## src/rtl/mul_rep_ctrl.sv

```systemverilog
// Control FSM for the repeated-addition multiplier: captures A and B from a shared
// operand bus, counts B down while strobing product loads. Optional abort: MUL_REP_ABORT_EN.
module mul_rep_ctrl #(
   parameter int WIDTH = 16
) (
   input  logic             clk,
   input  logic             rst,
   input  logic             start,
`ifdef MUL_REP_ABORT_EN
   input  logic             abort,
`endif
   input  logic [WIDTH-1:0] din,
   output logic             lda,
   output logic             ldp,
   output logic             clrp,
   output logic             busy,
   output logic             done,
   output logic [WIDTH-1:0] cnt
);

   typedef enum logic [2:0] {
      S_IDLE,
      S_LOAD_A,
      S_LOAD_B,
      S_ADD,
      S_DONE
   } state_t;

   state_t           state_reg, state_next;
   logic [WIDTH-1:0] cnt_reg, cnt_next;

   always_ff @(posedge clk or posedge rst) begin
      if (rst) begin
         state_reg <= S_IDLE;
         cnt_reg   <= '0;
      end else begin
         state_reg <= state_next;
         cnt_reg   <= cnt_next;
      end
   end

   always_comb begin
      state_next = state_reg;
      cnt_next   = cnt_reg;
      lda        = 1'b0;
      ldp        = 1'b0;
      clrp       = 1'b0;
      done       = 1'b0;
      case (state_reg)
         S_IDLE: begin
            if (start) state_next = S_LOAD_A;
         end
         S_LOAD_A: begin
            lda        = 1'b1;
            state_next = S_LOAD_B;
         end
         S_LOAD_B: begin
            clrp       = 1'b1;
            cnt_next   = din;
            state_next = (din == '0) ? S_DONE : S_ADD;
         end
         S_ADD: begin
            ldp = 1'b1;
            // Guard against zero so the counter can never wrap even if entered oddly.
            cnt_next = (cnt_reg == '0) ? '0 : cnt_reg - WIDTH'(1);
            if (cnt_reg <= WIDTH'(1)) state_next = S_DONE;
         end
         S_DONE: begin
            done       = 1'b1;
            state_next = S_IDLE;
         end
         default: begin
            state_next = S_IDLE;
            cnt_next   = '0;
         end
      endcase
`ifdef MUL_REP_ABORT_EN
      // Abort overrides every transition and zeroes the product on the same edge.
      if (abort && state_reg != S_IDLE) begin
         state_next = S_IDLE;
         cnt_next   = '0;
         clrp       = 1'b1;
         done       = 1'b0;
      end
`endif
   end

   assign busy = (state_reg != S_IDLE);
   assign cnt  = cnt_reg;

endmodule

```

## config.mk

```make
export PLATFORM = sky130hd
export DESIGN_NAME = mul_rep_ctrl
export DESIGN_NICKNAME = d
export VERILOG_FILES = /design/src/rtl/mul_rep_ctrl.sv
export SDC_FILE = /design/constraint.sdc
export NUM_CORES = 1
export LEC_CHECK = 0
export BUFFER_PORTS_ARGS = -buffer_cell sky130_fd_sc_hd__buf_2
export CELL_PAD_IN_SITES_DETAIL_PLACEMENT = 0
export CELL_PAD_IN_SITES_GLOBAL_PLACEMENT = 1
export CORE_UTILIZATION = 29
export DETAILED_ROUTE_END_ITERATION = 8
export MAX_ROUTING_LAYER = met4
export PLACE_DENSITY_LB_ADDON = 0.08
export SLEW_MARGIN = 25
export SYNTH_ARGS = -nofsm -noshare
export SYNTH_HDL_FRONTEND = slang
export SYNTH_SLANG_ARGS = --single-unit
```

## constraint.sdc

```tcl
create_clock -name clk -period 2.1 [get_ports clk]
set_input_delay 0.42 -clock clk [delete_from_list [all_inputs] [get_ports clk]]
set_output_delay 0.42 -clock clk [all_outputs]
set_load 0.02 [all_outputs]
```

# Word level (Yosys, flattened, before mapping)

Index checks and enable logic that the tools add are counted.

Equal/unequal tests: 6
Reductions and logical operators: 6
Multiplexer cells: 10
Add/sub/neg operators: 1
Order comparisons: 1

Operators with widths:

| kind                                                                   | count |
|---|---|
| 16-bit case mux with 3 select lines                                    | 1 |
| 16-bit logical NOT                                                     | 2 |
| 16-bit by 1-bit <= comparator with 1-bit output, second input constant | 1 |
| 16-bit two-way mux                                                     | 1 |
| 16-bit by 1-bit subtractor with 16-bit output, second input constant   | 1 |
| 3-bit case mux with 4 select lines                                     | 1 |
| 3-bit two-way mux                                                      | 3 |
| 3-bit by 2-bit == test with 1-bit output, second input constant        | 2 |
| 1-bit two-way mux                                                      | 4 |
| 2-bit != test, second input constant                                   | 2 |
| 3-bit by 1-bit == test with 1-bit output, second input constant        | 1 |
| 3-bit == test, second input constant                                   | 1 |
| 3-bit logical NOT                                                      | 1 |
| 3-bit nonzero test                                                     | 1 |
| 3-bit OR reduction                                                     | 1 |
| 2-bit AND reduction                                                    | 1 |

Bits in registers: 19
Input port bits: 19
Logic and storage cells: 26
Output and inout bits: 21

# Depth between registers and ports, before layout

Depth after elaboration: 3
Mapped depth: 7
Depth with buffers taken out: 6

# Least setup slack after synthesis

OpenSTA, ideal clock, no wires.

Kind: flip-flop to flip-flop
From: register cnt_reg[0] (netlist: cnt[0])
To: register cnt_reg[0] (netlist: cnt[0])
Slack: -72 ps
Cell stages (with the launch flop): 7
Path buffers: 0
Data required time: 1975 ps
Library setup time: 125 ps
Clock period less this slack: 2172 ps
Arrival: 2047 ps
Cells stage by stage: dfrtp_1 -> inv_1 -> ha_1 -> nor3b_1 -> nand4_1 -> a32o_1 -> mux2_2

Word-level cells in the longest chain between the ends: 3
Elaborated cells between the ends (all ways): 4
Those cells by class: add/sub: 1; mux: 2; reduce/logical: 1

Ends and longest elaborated chain:

| item                                                                                       | RTL line | text |
|---|---|---|
| start: declaration                                                                         | 30       | `logic [WIDTH-1:0] cnt_reg, cnt_next;` |
| start signal: assignment                                                                   | 38       | `cnt_reg <= cnt_next;` |
| 16-bit by 1-bit subtractor with 16-bit output / 16-bit logical NOT (equally long branches) | 65       | `cnt_next = (cnt_reg == '0) ? '0 : cnt_reg - WIDTH'(1);` |
| 16-bit two-way mux (*)                                                                     | 65       |  |
| 16-bit case mux with 3 select lines (*)                                                    | 49       | `case (state_reg)` |

Mark *: on every way between the ends. The rest lies on a longest branch, timed or not.
A chain may end at the register's enable or synchronous reset.

# Worst setup path in the final report

From: register cnt_reg[8] (netlist: cnt[8])
To: register cnt_reg[15] (netlist: cnt[15])

The elaborated chain is that of the path after synthesis.

==> metrics.yaml <==
status:
  status: "completed"
drt:
  routed_wl_mm: 4.63
  drc_errors: 0
  drt.antenna.violating_nets: 0
  via_count: 1451
  dr.pass1.iters: 4
  wl_per_cell_um: 18.5
  viasPerCell: 5.80
  drtIter0Drc: 98
global_route:
  grt_max_degree: 19
  antenna_found_initial: 0
  grt_usage_pct: 22.3
  grt_pass1_wl_mm: 7.14
  overflow: 0
  grt_pass1_vias: 1344
floorplan:
  coreArea_um2: 4090
  start_util_pct: 31.0
  fp.dieH_um: 68.1
  floorplan.die_area_um2: 4640
  ios: 40
  placementRows: 23
  fp.dieW_um: 68.1
clock_tree:
  cts.sinks: 19
  numCtsBuffers: 3
  cts-root-buf: "clkbuf_8"
  insertion_delay_ns: 0.26
  postCtsHoldBufs: 0
  htreeDepth: 1
  cts_tree: "yes"
  clock_path_buffers: 2
  clk_pin_slew_ns: 0.08
yosys:
  ys_seq_area_share_pct: 37.5
  synth_enable_flop_cells: 0
  yosysMostFrequentCell: "dfrtp_1"
  synth_xor_xnor_area_share_pct: 0.691
  async_reset_ff_share_pct: 100
  yosysTopAreaCell: "dfrtp_1"
  synth.avg_cell_area_um2: 8.93
  synth_compound_area_share_pct: 28.1
  synth_ff_type: "dfrtp_1"
  ys_ff_latch: 19
  synthCells: 142
  yosys.area_share.simple_pct: 24.2
  synth.area.mux_share_pct: 1.68
  synth_cell_types: 41
  synthAdderAreaFrac_pct: 1.97
  synth_commonest_cells: "dfrtp_1 (19), nor4_1 (11), o21ai_0 (11), clkbuf_1 (9), inv_1 (8)"
  synth_warnings: 0
  netlist_area_um2: 1270
  synth_top_area_share_pct: 37.5
  synth_top_family_by_area: "compound AO/OA/AOI/OAI gates"
  netlist_top_cells_area: "dfrtp_1 (38%), nor4_1 (5.4%), o21ai_0 (4.3%), o211ai_1 (3.6%), a221o_1 (3.2%)"
  syn_nets: 163
power:
  internal_power_uw: 512
  p_seq_share_pct: 54.7
  cellLeakagePower_nw: 0.688
  p_clk_share_pct: 39.6
  power_switching_share_pct: 23.2
  power_switching_uw: 155
  p_total_uw: 668
  cellPowerDensity_nw_per_um2: 382
  p_comb_share_pct: 5.7
  peakVddDrop_v: 0.000292
job:
  cap_viol_max_count: 0
layout:
  layoutNonFillerInstCount: 250
  nNetsFinal: 222
  largest_reg_flops: 16
  antenna_cells: 0
  post-route-util_pct: 42.8
  final_cell_area_um2: 1750
  layout-drive-gt1-share_pct: 42.0
  area_delta_synth_final_pct: 37.9
hold_path:
  hp-class: "in2async"
setup_path:
  startpoint_type: "register"
  endpoint_kind: "register"
  r2r_start: "cnt[8]"
  critical_path_required_ns: 2.28
  critPathMaxFanout: 5
  path_class: "reg2reg"
  crit_arrival_ns: 2.24
  startpoint: "cnt[8]"
place:
  place_congestion: 0.919
  hpwl_mm: 3.62
  place_area_um2: 1690
  io_buffer_count: 39
  dp_cells: 246
sta:
  rsz0062_at_grt: "true"
  fmax_mhz: 484
  setup_tns_ns: 0
  tightest_slew_ns: 0.372
  setup_viol: 0
  relSlewSlack_pct: 75.0
  fin_crit_sh_pct: 98.3
  fin_worst_skew_ns: 0.00228
  drv_slew: 0
  finalHoldViolCount: 0
  min_period_ns: 2.06
-- stage by stage --
stage	hold slack [ns]	worst slack, ns
2_1_floorplan	0.371	0.0127
3_3_place_gp	0.400	0.0632
3_5_place_dp	0.400	0.0485
4_1_cts	0.118	0.0244
5_1_grt	0.143	-0.00538
6_report	0.111	0.0356
-- layer usage --
metal / up-vias / GRT usage (%) / share of wire [%]
li1: 682 / - / -
met1: 704 / 29.5 / 46
met2: 57 / 33.9 / 47
met3: 8 / 5.00 / 5.6
met4: 0 / 6.25 / 2.0
met5: - / - / 0
-- worst max-delay path: stages (launching register included) --
cell and delay [ns]:
dfrtp_2 0.44, or4_1 0.61, or3_4 0.44, or3_1 0.31, o211ai_1 0.17
-- layout by cell type (no fill, tap or decap), types with 2 or more instances in the layout --
cell,Yosys,routed
nor3_1,3,3
a32oi_1,2,2
inv_1,8,8
o211ai_1,6,6
or3_1,3,3
nor2_1,5,5
nor4_1,11,10
nand2_1,6,6
a21oi_1,3,3
nor3b_2,0,2
a31oi_1,2,2
nand3_1,2,2
buf_4,0,26
dfrtp_1,19,18
clkbuf_8,0,3
a211oi_1,4,4
ha_1,2,2
o31ai_1,4,4
or2_2,2,2
or4_1,4,2
nand3b_1,2,2
or3_2,2,2
buf_2,2,39
o21ai_0,11,11
a221o_1,4,4
or4_4,0,2
a22oi_1,5,5
o31a_2,2,2
-- final cells by class --
cell class,instances,area [um2]
Inverter,8,30.0
Tap cell,50,62.6
Clock buffer,3,41.3
Sequential cell,19,477
Clock inverter,1,5.00
Multi-Input combinational cell,104,742
Timing Repair Buffer,65,390
Fill cell,424,2340
-- cell families (layout without fill, tap and decap cells) --
group / after synthesis / after routing
AO/OA/AOI/OAI: 49 / 49
buffers and inverters: 19 / 77
flip-flops: 19 / 19
AND/OR/NAND/NOR: 50 / 50
adder cells (fa/ha/maj): 2 / 2
multiplexers: 2 / 2
XOR/XNOR: 1 / 1
-- repair_timing --
item / 4_1_cts / 5_1_grt
resized for setup: 0 / 4
endpoints found under the setup margin: 0 / 3
setup buffers: 0 / 0
-- power by group through the flow --
stage	Combinational (mW)	Sequential, mW	Clock, mW
floorplan	0.00754	0.373	0
CTS	0.0383	0.365	0.271
global placement	0.0388	0.373	0
finish	0.0379	0.365	0.264
detailed placement	0.0381	0.373	0
global route	0.0411	0.365	0.289
-- final timing paths --
path | to | slack [ns] | depth (start not counted)
setup / recovery | cnt[15] | 0.04 | 4
hold / removal | cnt[5] | 0.11 | 2
setup reg to reg | cnt[15] | 0.04 | 4
hold reg to reg | state_reg[1] | 0.59 | 1
max in group asynchronous | cnt[12] | 1.48 | 3
min in group clk | state_reg[0] | 0.41 | 3
(Power assumes the default switching activity.)
